`src/rtl/mon_checker_sat_counter.sv`:
```
// Counter that sticks at all-ones; synchronous clear takes priority over increment.
module mon_checker_sat_counter #(
    parameter int unsigned WIDTH = 32
) (
    input  logic             clk_dut,
    input  logic             reset_n,
    input  logic             clr,
    input  logic             inc,
    output logic [WIDTH-1:0] count
);

    always_ff @(posedge clk_dut or negedge reset_n) begin
        if (!reset_n) begin
            count <= '0;
        end else if (clr) begin
            count <= '0;
        end else if (inc && (count != '1)) begin
            count <= count + WIDTH'(1);
        end
    end

endmodule

```
`config.mk`:
```
export PLATFORM = sky130hd
export DESIGN_NAME = mon_checker_sat_counter
export DESIGN_NICKNAME = d
export VERILOG_FILES = /design/src/rtl/mon_checker_sat_counter.sv
export SDC_FILE = /design/constraint.sdc
export NUM_CORES = 1
export LEC_CHECK = 0
export ABC_AREA = 1
export BUFFER_PORTS_ARGS = -buffer_cell sky130_fd_sc_hd__buf_2
export CORE_UTILIZATION = 44
export CTS_CLUSTER_SIZE = 8
export DETAILED_ROUTE_END_ITERATION = 6
export PLACE_DENSITY = 0.61
export SETUP_SLACK_MARGIN = 0.2
export SLEW_MARGIN = 20
export SYNTH_ARGS = -nofsm -noshare
export SYNTH_HDL_FRONTEND = slang
export SYNTH_SLANG_ARGS = --single-unit
```
`constraint.sdc`:
```
create_clock -name clk_dut -period 2.11 [get_ports clk_dut]
set_input_delay 0.633 -clock clk_dut [delete_from_list [all_inputs] [get_ports clk_dut]]
set_output_delay 0.633 -clock clk_dut [all_outputs]
set_load 0.005 [all_outputs]
```
==> impl_metrics.env <==
export IMPL_drive_gt1_share_pct=23.8
export IMPL_avgSynthCellArea_sq_um=6.50
export IMPL_cts_sinks=32
export IMPL_grt_total_usage_pct=26.4
export IMPL_finClkSkew_ns=0.00758
export IMPL_status="finished clean"
export IMPL_drt_antenna_violating_nets=0
export IMPL_htreeDepth=2
export IMPL_arrival_ns=1.99
export IMPL_synth_edf_count=0
export IMPL_worstSkewPairLatency_ns=0.29
export IMPL_yosysTopAreaCellShare_pct=35.7
export IMPL_ys_ff_latch=32
export IMPL_final_cells=483
export IMPL_grt_max_degree=33
export IMPL_ys_flop_type="dfrtp_1"
export IMPL_p_comb_share_pct=7.0
export IMPL_overflow=0
export IMPL_area_growth_pct=27.0
export IMPL_antenna_cells=0
export IMPL_dp_cells=474
export IMPL_top_register="count"
export IMPL_rsz0062_at_grt="no"
export IMPL_ir_drop_uv=337
export IMPL_fp_row_count=25
export IMPL_syn_num_nets=350
export IMPL_timing_critical_path_from_type="flop"
export IMPL_die_x_um=73.4
export IMPL_final_util_pct=59.1
export IMPL_numCtsBuffers=5
export IMPL_p_per_area_mw_per_mm2=430
export IMPL_max_cap_violations=0
export IMPL_antenna_found_initial=0
export IMPL_yosysWarnings=0
export IMPL_met2_usage_pct=40.9
export IMPL_portBuffers=35
export IMPL_top_regs="count x32"
export IMPL_setup_viol=0
export IMPL_period_needed_ns=1.77
export IMPL_wl_mm=6.35
export IMPL_drt_iter0_drc=149
export IMPL_synth_cell_area_sq_mm=0.00224
export IMPL_grt_pass1_wl_mm=10.5
export IMPL_p_seq_share_pct=50.5
export IMPL_required_ns=2.33
export IMPL_fin_nets=421
export IMPL_crit_fanout=14
export IMPL_core_sq_mm=0.00482
export IMPL_fp_dieH_um=73.4
export IMPL_firstDrtPassIters=4
export IMPL_grt_pass1_vias=2213
export IMPL_synth_area_leaders="dfrtp_1 36%, nand2_1 23%, nor2_1 8.7%"
export IMPL_groute_layer_met1_usage_pct=37.5
export IMPL_tightestPinTransition_ns=0.758
export IMPL_busiest_layer="met2"
export IMPL_ys_seq_area_share_pct=35.7
export IMPL_p_sw_uw=293
export IMPL_clock_fmax_mhz=564
export IMPL_cts_path_max_buffers=2
export IMPL_routedWlPerCell_um=13.1
export IMPL_setup_worst_path_end_class="flop"
export IMPL_clkPwrFrac_pct=42.4
export IMPL_cts_tree="done"
export IMPL_place_ws_ns=-0.0276
export IMPL_slew_violations=0
export IMPL_root_buffer="clkbuf_8"
export IMPL_p_int_uw=931
export IMPL_ff2ff_path_depth=8
export IMPL_syn_inst=345
export IMPL_worst_slack_ns=0.336
export IMPL_synth_area_leader_cell="dfrtp_1"
export IMPL_p_sw_share_pct=24.0
export IMPL_gp_congestion=0.873
export IMPL_ios=36
export IMPL_cts_hold_buf=0
export IMPL_crit_type="flop to flop"
export IMPL_largest_register_ffs=32
export IMPL_die_area_sq_mm=0.00539
export IMPL_leakagePower_uw=0.00147
export IMPL_viasPerCell=4.90
export IMPL_start_util_pct=46.6
export IMPL_relSlewSlack_pct=49.5
export IMPL_hold_class="input port to async pin"
export IMPL_met3_usage_pct=3.98
export IMPL_clkTransAtPathRegs_ns=0.07
export IMPL_finalHoldViolations=0
export IMPL_vias=2366
export IMPL_hpwl_mm=4.89
export IMPL_tns_ns=0
export IMPL_async_flop_share_pct=100
export IMPL_post_route_period_util_pct=84.1
export IMPL_synth_cell_types=26
export IMPL_drc=0
## path summary, 6_finish.rpt
kind / from / end / slack, ns
worst max-delay path: count[0] / count[26] / 0.34
worst min-delay path: reset_n / count[8] / 0.41
worst max register to register: count[0] / count[26] / 0.34
worst min register to register: count[31] / count[31] / 0.57
max in group asynchronous: reset_n / count[29] / 1.21
min in group clk_dut: count[31] / count[31] / 0.57
## power by group through the flow
| stage | logic, uW | clock network, uW | registers, uW |
|---|---|---|---|
| 4_1_cts | 82.9 | 528 | 618 |
| 2_1_floorplan | 43.5 | 0 | 632 |
| 6_report | 86.1 | 519 | 618 |
| 3_5_place_dp | 81.5 | 0 | 630 |
| 3_3_place_gp | 83.1 | 0 | 630 |
| 5_1_grt | 94.7 | 553 | 618 |
## area by class of cell
cell class | count | area (sq um)
multi-input combinational | 274 | 1290
sequential | 32 | 801
clock buffer | 7 | 96.3
tap | 67 | 83.8
timing repair buffer | 72 | 457
inverter | 31 | 124
fill | 503 | 1970
## logic make-up after synthesis
family	synth area share (%)
and+or+nand+nor	48.0
buffers and inverters	7.92
DFF	35.7
AOI/OAI and AO/OA	4.35
xor gates and xnor gates	3.51
adders and majority gates	0.558
## metal layers
layer  routed length, um  vias to the layer above
met5                   0                        -
li1                    -                     1223
met1                3100                     1072
met2                2800                       61
met4                  95                        0
met3                 353                       10
## layout by cell type (no fill, tap or decap)
cell type | Yosys | layout
nand3b_1 | 1 | 1
nand2_2 | 3 | 3
clkbuf_8 | 0 | 7
a22oi_1 | 1 | 1
inv_1 | 29 | 29
inv_8 | 0 | 1
nor2_1 | 52 | 50
o21ai_0 | 4 | 4
nor2_4 | 2 | 3
xnor2_1 | 4 | 4
nand3_1 | 34 | 34
a21oi_1 | 4 | 3
ha_1 | 1 | 1
o21ai_1 | 10 | 10
inv_2 | 2 | 1
nand2_1 | 135 | 135
or2_2 | 1 | 1
dfrtp_1 | 32 | 32
buf_6 | 4 | 1
buf_4 | 0 | 36
nor2_8 | 1 | 1
nand4_1 | 8 | 8
nand2_8 | 1 | 2
a21oi_2 | 0 | 1
nor2_2 | 4 | 5
xor2_1 | 5 | 5
nand2_4 | 3 | 2
buf_2 | 1 | 35
## critical path: stages (launching register included)
cell and delay, ns:
dfrtp_1 0.38, ha_1 0.23, nand2_2 0.09, nor2_4 0.04, nand2_4 0.09, nor2_8 0.05, a21oi_2 0.53, nand4_1 0.19
nand2_1 0.11
## through the flow
step | hold WS (ns) | area, sq um | power [uW]
2_1_floorplan | 0.337 | 2240 | 676
3_3_place_gp | 0.542 | 2700 | 713
3_5_place_dp | 0.557 | 2700 | 711
4_1_cts | 0.429 | 2810 | 1230
5_1_grt | 0.462 | 2850 | 1270
6_report | 0.407 | 2850 | 1220
## synth_stat cells, types with 2 or more instances
master and n:
nand2_4 3, clkbuf_1 2, xnor2_1 4, inv_2 2
nor2_1 52, nand4_1 8, nand2_1 135, nor2_4 2
o21ai_0 4, buf_6 4, nor2_2 4, xor2_1 5
nand2_2 3, dfrtp_1 32, a21oi_1 4, inv_1 29
nand3_1 34, o21ai_1 10
## what timing repair did
action,4_1_cts,5_1_grt
endpoints found under the setup margin,21,27
gates resized for setup,2,7
setup buffers,0,2
Note: power is estimated with default switching activity, not from simulation.
